--- src/rtl/vocab_matcher.sv ---
// Sequential vocabulary lookup: walks a null-terminated word list in an external SRAM.
// Optional ASCII case-insensitive compare via VOCAB_MATCHER_CASE_FOLD_EN.
module vocab_matcher #(
    parameter int DATA_WIDTH   = 8,
    parameter int ADDR_WIDTH   = 4,
    parameter int MAX_WORD_LEN = 3
) (
    input  logic                               clk,
    input  logic                               rst,
    input  logic                               start,
    input  logic [MAX_WORD_LEN*DATA_WIDTH-1:0] word,
    output logic                               vocab_rd,
    output logic [ADDR_WIDTH-1:0]              vocab_addr,
    input  logic [DATA_WIDTH-1:0]              vocab_dout,
    output logic                               busy,
    output logic                               done,
    output logic                               found,
    output logic [ADDR_WIDTH-1:0]              match_idx,
    output logic [ADDR_WIDTH-1:0]              match_addr
);

    localparam int KW  = $clog2(MAX_WORD_LEN + 1);
    localparam int NCH = 2 ** KW;
    localparam logic [KW-1:0]         K_MAX     = KW'(MAX_WORD_LEN);
    localparam logic [ADDR_WIDTH-1:0] ADDR_LAST = '1;

    typedef enum logic [1:0] {S_IDLE, S_READ, S_CMP, S_DONE} state_t;

    state_t                            r_state, r_state_next;
    logic [MAX_WORD_LEN*DATA_WIDTH-1:0] r_word, r_word_next;
    logic [ADDR_WIDTH-1:0]             r_addr, r_addr_next;
    logic [ADDR_WIDTH-1:0]             r_wstart, r_wstart_next;
    logic [ADDR_WIDTH-1:0]             r_idx, r_idx_next;
    logic [KW-1:0]                     r_k, r_k_next;
    logic                              r_mismatch, r_mismatch_next;
    logic                              r_found, r_found_next;
    logic [ADDR_WIDTH-1:0]             r_match_idx, r_match_idx_next;
    logic [ADDR_WIDTH-1:0]             r_match_addr, r_match_addr_next;

    // Character table padded with nulls so k == MAX_WORD_LEN reads as a terminator.
    logic [DATA_WIDTH-1:0] w_chars [NCH];
    genvar gi;
    generate
        for (gi = 0; gi < NCH; gi++) begin : g_chars
            if (gi < MAX_WORD_LEN) begin : g_real
                assign w_chars[gi] = r_word[gi*DATA_WIDTH +: DATA_WIDTH];
            end else begin : g_pad
                assign w_chars[gi] = '0;
            end
        end
    endgenerate

    logic [DATA_WIDTH-1:0] w_wchar;
    logic                  w_c_null;
    logic                  w_char_eq;

    assign w_wchar  = w_chars[r_k];
    assign w_c_null = (vocab_dout == '0);

`ifdef VOCAB_MATCHER_CASE_FOLD_EN
    function automatic logic [DATA_WIDTH-1:0] fold(input logic [DATA_WIDTH-1:0] c);
        if (c >= DATA_WIDTH'(8'h41) && c <= DATA_WIDTH'(8'h5A))
            return c + DATA_WIDTH'(8'h20);
        return c;
    endfunction
    assign w_char_eq = (fold(w_wchar) == fold(vocab_dout));
`else
    assign w_char_eq = (w_wchar == vocab_dout);
`endif

    always_comb begin
        r_state_next      = r_state;
        r_word_next       = r_word;
        r_addr_next       = r_addr;
        r_wstart_next     = r_wstart;
        r_idx_next        = r_idx;
        r_k_next          = r_k;
        r_mismatch_next   = r_mismatch;
        r_found_next      = r_found;
        r_match_idx_next  = r_match_idx;
        r_match_addr_next = r_match_addr;
        case (r_state)
            S_IDLE: begin
                if (start) begin
                    r_word_next       = word;
                    r_addr_next       = '0;
                    r_wstart_next     = '0;
                    r_idx_next        = '0;
                    r_k_next          = '0;
                    r_mismatch_next   = 1'b0;
                    r_found_next      = 1'b0;
                    r_match_idx_next  = '0;
                    r_match_addr_next = '0;
                    r_state_next      = S_READ;
                end
            end
            S_READ: r_state_next = S_CMP;
            S_CMP: begin
                if (w_c_null && r_k == '0 && r_addr == r_wstart) begin
                    // An empty vocab entry marks the end of the list.
                    r_state_next = S_DONE;
                end else if (w_c_null && !r_mismatch && (r_k == K_MAX || w_wchar == '0)) begin
                    r_found_next      = 1'b1;
                    r_match_idx_next  = r_idx;
                    r_match_addr_next = r_wstart;
                    r_state_next      = S_DONE;
                end else begin
                    if (w_c_null) begin
                        r_idx_next      = r_idx + 1'b1;
                        r_wstart_next   = r_addr + 1'b1;
                        r_k_next        = '0;
                        r_mismatch_next = 1'b0;
                    end else if (r_k < K_MAX && w_char_eq && !r_mismatch) begin
                        r_k_next = r_k + 1'b1;
                    end else begin
                        r_mismatch_next = 1'b1;
                    end
                    if (r_addr == ADDR_LAST) begin
                        r_state_next = S_DONE;
                    end else begin
                        r_addr_next  = r_addr + 1'b1;
                        r_state_next = S_READ;
                    end
                end
            end
            S_DONE:  r_state_next = S_IDLE;
            default: r_state_next = S_IDLE;
        endcase
    end

    always_ff @(posedge clk) begin
        if (rst) begin
            r_state      <= S_IDLE;
            r_word       <= '0;
            r_addr       <= '0;
            r_wstart     <= '0;
            r_idx        <= '0;
            r_k          <= '0;
            r_mismatch   <= 1'b0;
            r_found      <= 1'b0;
            r_match_idx  <= '0;
            r_match_addr <= '0;
        end else begin
            r_state      <= r_state_next;
            r_word       <= r_word_next;
            r_addr       <= r_addr_next;
            r_wstart     <= r_wstart_next;
            r_idx        <= r_idx_next;
            r_k          <= r_k_next;
            r_mismatch   <= r_mismatch_next;
            r_found      <= r_found_next;
            r_match_idx  <= r_match_idx_next;
            r_match_addr <= r_match_addr_next;
        end
    end

    assign vocab_rd   = (r_state == S_READ);
    assign vocab_addr = r_addr;
    assign busy       = (r_state == S_READ) || (r_state == S_CMP);
    assign done       = (r_state == S_DONE);
    assign found      = r_found;
    assign match_idx  = r_match_idx;
    assign match_addr = r_match_addr;

endmodule

--- config.mk ---
export PLATFORM = sky130hd
export DESIGN_NAME = vocab_matcher
export DESIGN_NICKNAME = d
export VERILOG_FILES = /design/src/rtl/vocab_matcher.sv
export SDC_FILE = /design/constraint.sdc
export NUM_CORES = 1
export LEC_CHECK = 0
export BUFFER_PORTS_ARGS = -buffer_cell sky130_fd_sc_hd__clkbuf_2
export CORE_MARGIN = 5
export CORE_UTILIZATION = 55
export DETAILED_ROUTE_END_ITERATION = 8
export GPL_TIMING_DRIVEN = 0
export PLACE_DENSITY = 0.8
export SETUP_SLACK_MARGIN = 0.1
export SLEW_MARGIN = 30
export SYNTH_ARGS = -nofsm -noshare
export SYNTH_HDL_FRONTEND = slang
export SYNTH_SLANG_ARGS = --single-unit
export TNS_END_PERCENT = 1
--- constraint.sdc ---
create_clock -name clk -period 3.31 [get_ports clk]
set_clock_uncertainty 0.1 [all_clocks]
set_input_delay 0.4965 -clock clk [delete_from_list [all_inputs] [get_ports clk]]
set_output_delay 0.4965 -clock clk [all_outputs]
set_load 0.01 [all_outputs]
# Word-level counts from Yosys, hierarchy flattened
# Cells that the tools add are included.
dict set report op_classes {
  bitwise 1
  n_reduce_logical 20
  n_addsub 3
  muxes 42
  order_cmp 2
  eq_ne 15
}
# operator n
set op_table {}
lappend op_table {{$mux W4} 14}
lappend op_table {{$pmux W4 S2} 5}
lappend op_table {{$reduce_and A5 Y1} 4}
lappend op_table {{$mux W2} 9}
lappend op_table {{$bmux W8 S2} 1}
lappend op_table {{$logic_not A8 Y1} 2}
lappend op_table {{$mux W8} 2}
lappend op_table {{$ne A2 B2 Y1 const B} 6}
lappend op_table {{$add A4 B1 Y4 const B} 2}
lappend op_table {{$eq A8 B8 Y1} 1}
lappend op_table {{$pmux W2 S4} 1}
lappend op_table {{$mux W1} 7}
lappend op_table {{$eq A2 B2 Y1 const B} 3}
lappend op_table {{$logic_and A1 B1 Y1} 6}
lappend op_table {{$ne A3 B3 Y1 const B} 2}
lappend op_table {{$eq A4 B4 Y1} 1}
lappend op_table {{$eq A4 B4 Y1 const B} 1}
lappend op_table {{$logic_not A2 Y1} 2}
lappend op_table {{$pmux W1 S2} 2}
lappend op_table {{$pmux W2 S2} 1}
lappend op_table {{$reduce_and A4 Y1} 1}
lappend op_table {{$ge A3 B3 Y1 const B} 1}
lappend op_table {{$not A2 Y3} 1}
lappend op_table {{$add A2 B1 Y2 const B} 1}
lappend op_table {{other kinds (6)} 7}
dict set report word_totals {
  regBits 50
  input_bits 35
  elab_cells 93
}

# Depth between registers and ports, before layout
dict set report depth {
  depth_word 12
  depth_mapped 10
}

# Worst setup path before layout
# OpenSTA, ideal clock, no wires.
dict set report synth_path {
  path_kind {register -> register}
  startpoint {reg r_state[0]}
  endpoint {reg r_wstart[3]}
  slack_ps 1134
  path_stages_with_launch 11
  t_required_ps 3114
  arrival_ps 1980
  setup_ps 96
  n_path_buf 2
  period_less_slack_ps 2176
  cell_sequence {dfxtp_1 inv_1 ha_1 clkbuf_1 nand3_1 nor2_1 a221oi_1 and2_1 buf_4 nand2_4 o41ai_2}
}
dict set report synth_between {
  elab_chain_cells 3
}
# item line
set synth_lines {}
lappend synth_lines {{start, declared} 29} ;# state_t r_state, r_state_next;
lappend synth_lines {{start signal, assigned} 144} ;# r_state <= r_state_next;
lappend synth_lines {{$eq A2 B2 Y1 / $logic_not A2 Y1 (equally long branches)} 82} ;# case (r_state)
lappend synth_lines {{$ne A2 B2 Y1 (no source line) / $reduce_bool A2 Y1 (equally long branches)} n/a}
lappend synth_lines {{$reduce_and A5 Y1 (no source line)} n/a}
lappend synth_lines {{end signal, assigned} 147} ;# r_wstart <= r_wstart_next;
lappend synth_lines {{end, declared} 32} ;# logic [ADDR_WIDTH-1:0] r_wstart, r_wstart_next;
# Several ways; a longest one is shown, not always the timed one.
# A chain may end at the register's enable or synchronous reset.

# Final worst setup path
# Same ends and word-level chain as after synthesis.

==> results.sh <==
export IMPL_status="finished, final reports clean"
export IMPL_ys_flop_type="dfxtp_1"
export IMPL_drc=0
export IMPL_yosysSeqAreaShare_pct=40.5
export IMPL_synth_edff_count=0
export IMPL_cts_tree="done"
export IMPL_drive_gt1_share_pct=20.1
export IMPL_final_common_cell="nand2_1"
export IMPL_drt_first_pass_iters=4
export IMPL_maxSlewHeadroom_pct=67.0
export IMPL_clockPowerShare_pct=29.5
export IMPL_yosysTopAreaCell="dfxtp_1"
export IMPL_setup_slack_ps=729
export IMPL_cts_setup_buffers=0
export IMPL_ir_drop_v=0.000322
export IMPL_min_period_ps=2580
export IMPL_crit_type="reg2reg"
export IMPL_fin_setup_tns_ps=0
export IMPL_hpwl_um=4390
export IMPL_cts_sinks=50
export IMPL_viasPerCell=5.46
export IMPL_hold_viol=0
export IMPL_syn_inst=292
export IMPL_gp_congestion=0.873
export IMPL_critPathLaunchType="flip-flop"
export IMPL_synth_nets=335
export IMPL_rr_startpoint="r_state[0]$_SDFFE_PP0P_"
export IMPL_fmax_ghz=0.387
export IMPL_hold_end="r_word[7]$_SDFFE_PP0P_"
export IMPL_yosysWarnings=0
export IMPL_p_sw_uw=382
export IMPL_start_util_pct=56.8
export IMPL_end_kind="flip-flop"
export IMPL_grt_antenna_before_repair=0
export IMPL_finalPower_mw=1.26
export IMPL_swShare_pct=30.4
export IMPL_r2r_cells=10
export IMPL_slew_violations=0
export IMPL_critPathMaxStageDelay_ps=470
export IMPL_worst_pin_slew_ps=495
export IMPL_grt_overflow_total=0
export IMPL_yosysUniqueCellTypes=40
export IMPL_p_leak_nw=1.19
export IMPL_cts_root_buf="clkbuf_8"
export IMPL_port_buffers=49
export IMPL_fin_nets=391
export IMPL_crit_family="compound AO/OA/AOI/OAI gates"
export IMPL_regToRegEndpoint="r_wstart[3]$_SDFFE_PP0P_"
export IMPL_mostFrequentLayoutCells="nand2_1 (72), clkbuf_2 (50), dfxtp_1 (50)"
export IMPL_seqPwrFrac_pct=52.0
export IMPL_vias=2188
export IMPL_fin_area_um2=2880
export IMPL_arrival_ps=2700
export IMPL_grt_max_degree=18
export IMPL_ant_nets=0
export IMPL_min_path_type="in2reg"
export IMPL_pin_count=51
export IMPL_hold_depth=3
export IMPL_dp_cells=393
export IMPL_final_cells=401
export IMPL_place_area_um2=2780
export IMPL_area_growth_pct=16.3
export IMPL_syn_avg_cell_area_um2=8.47
export IMPL_post_route_util_pct=66.1
export IMPL_routedWlPerCell_um=14.3
export IMPL_first_global_vias=2057
export IMPL_n_antenna_cell=0
export IMPL_combinationalPowerShare_pct=18.4
export IMPL_clock_path_buffers=2
export IMPL_syn_area_um2=2470
export IMPL_critical_path_cell_chain="inv_1 > ha_1 > clkbuf_1 > nand3_1 > nor2_1 > a221oi_1 > and2_1 > buf_4 > nand2_4 > o41ai_2"
export IMPL_finalCritPeriodShare_pct=78.0
export IMPL_htree_levels=2
export IMPL_die_y_um=77.0
export IMPL_drt_iter0_markers=177
export IMPL_wl_um=5750
export IMPL_p_per_area_nw_per_um2=437
export IMPL_min_from="word[7]"
export IMPL_die_area_um2=5940
export IMPL_crit_path_top_delay_cell="a221oi_1"
export IMPL_ctsResizeCount=0
export IMPL_ys_ff_latch=50
export IMPL_worstSetupStartpoint="r_state[0]$_SDFFE_PP0P_"
export IMPL_setup_viol=0
export IMPL_numCtsBuffers=5
export IMPL_synthTopCellsByArea="dfxtp_1 (40%), nand2_1 (11%), mux2i_1 (10%)"
export IMPL_grt_pass1_wl_um=9650
export IMPL_internal_power_uw=875
export IMPL_path_buf_inv=3
export IMPL_post_place_ws_ps=791
export IMPL_die_width_um=77.0
export IMPL_async_flop_share_pct=0
export IMPL_grt_usage_pct=19.6
export IMPL_clk_pin_slew_worst_paths_ps=90
export IMPL_core_um2=4350
export IMPL_clk_latency_ps=310
export IMPL_worst_hold_slack_ps=294
export IMPL_crit_fanout=10
export IMPL_drv_cap=0
export IMPL_r2r_slack_ps=730
export IMPL_rsz0062_at_grt="false"
export IMPL_hold_buffers=0
export IMPL_required_ps=3430
export IMPL_synth_top_area_share_pct=40.5
export IMPL_fp_row_count=24
==> cells in the mapped netlist (2+ instances only) <==
cell / count
nand2_1: 72
dfxtp_1: 50
a21oi_1: 29
mux2i_1: 25
xor2_1: 10
clkbuf_1: 9
nand3_1: 9
ha_1: 8
nor2_1: 8
inv_1: 7
o21ai_0: 7
o2bb2ai_1: 6
and2_1: 5
nor3_1: 5
xnor2_1: 5
nand4_1: 4
nor4_1: 3
and3_1: 2
buf_2: 2
buf_6: 2
nand2b_1: 2
nor2b_1: 2
nor4_2: 2
or3_1: 2
==> sequential cells by signal, summed over array words and instances (netlist names), 2 cells and up <==
register    cells
match_idx       4
r_wstart        4
r_word         24
r_idx           4
r_state         2
r_k             2
vocab_addr      4
match_addr      4
==> power groups by stage <==
stage / Sequential (mW) / Clock, mW / Combinational [mW]
after floorplan: 0.661 / 0 / 0.163
after global placement: 0.666 / 0 / 0.223
after detailed placement: 0.668 / 0 / 0.230
after CTS: 0.654 / 0.376 / 0.231
after global routing: 0.657 / 0.410 / 0.258
final: 0.654 / 0.371 / 0.232
==> logic make-up (layout without fill, tap and decap cells) <==
kind of cell,count (synthesis),in the layout,synth area share [%]
multiplexers,25,25,10.1
flip-flops,50,50,40.5
XOR/XNOR,15,15,5.31
AND/OR/NAND/NOR,119,119,22.4
buffers and inverters,24,81,4.96
AO/OA/AOI/OAI,51,51,12.7
adder cells (fa/ha/maj),8,8,4.05
==> worst reg2reg max path: cells and delay by family, from the launching register on <==
family	cells	cell delay (ps)
AO/OA/AOI/OAI	2	750
AND/OR/NAND/NOR	4	560
buffers and inverters	3	490
flip-flops	1	400
adder cells (fa/ha/maj)	1	190
==> per-layer routing <==
| layer | GRT usage (%) | wire (µm) |
|---|---|---|
| met1 | 26.7 | 2670 |
| met2 | 30.3 | 2640 |
| met3 | 5.04 | 372 |
| met4 | 6.01 | 70 |
| met5 | 0 | 0 |
==> how the worst max path moves through the flow <==
stage                          endpoint  slack [ps]  cells after the start
5_1_grt        r_wstart[3]$_SDFFE_PP0P_         560                      9
3_5_place_dp   r_wstart[3]$_SDFFE_PP0P_         790                     10
4_1_cts        r_wstart[3]$_SDFFE_PP0P_         760                     10
3_3_place_gp   r_wstart[3]$_SDFFE_PP0P_         840                     10
6_report       r_wstart[3]$_SDFFE_PP0P_         730                     10
2_1_floorplan  r_wstart[3]$_SDFFE_PP0P_        1130                     10
==> area by class of cell <==
cell class / count / area, µm²
Inverter: 7 / 26.3
Tap cell: 52 / 65.1
Sequential cell: 50 / 1000
Clock buffer: 5 / 68.8
Buffer: 17 / 96.3
Fill cell: 379 / 1480
Clock inverter: 3 / 25.0
Multi-Input combinational cell: 218 / 1350
Timing Repair Buffer: 49 / 245
Note: power is estimated with default switching activity, not from simulation.
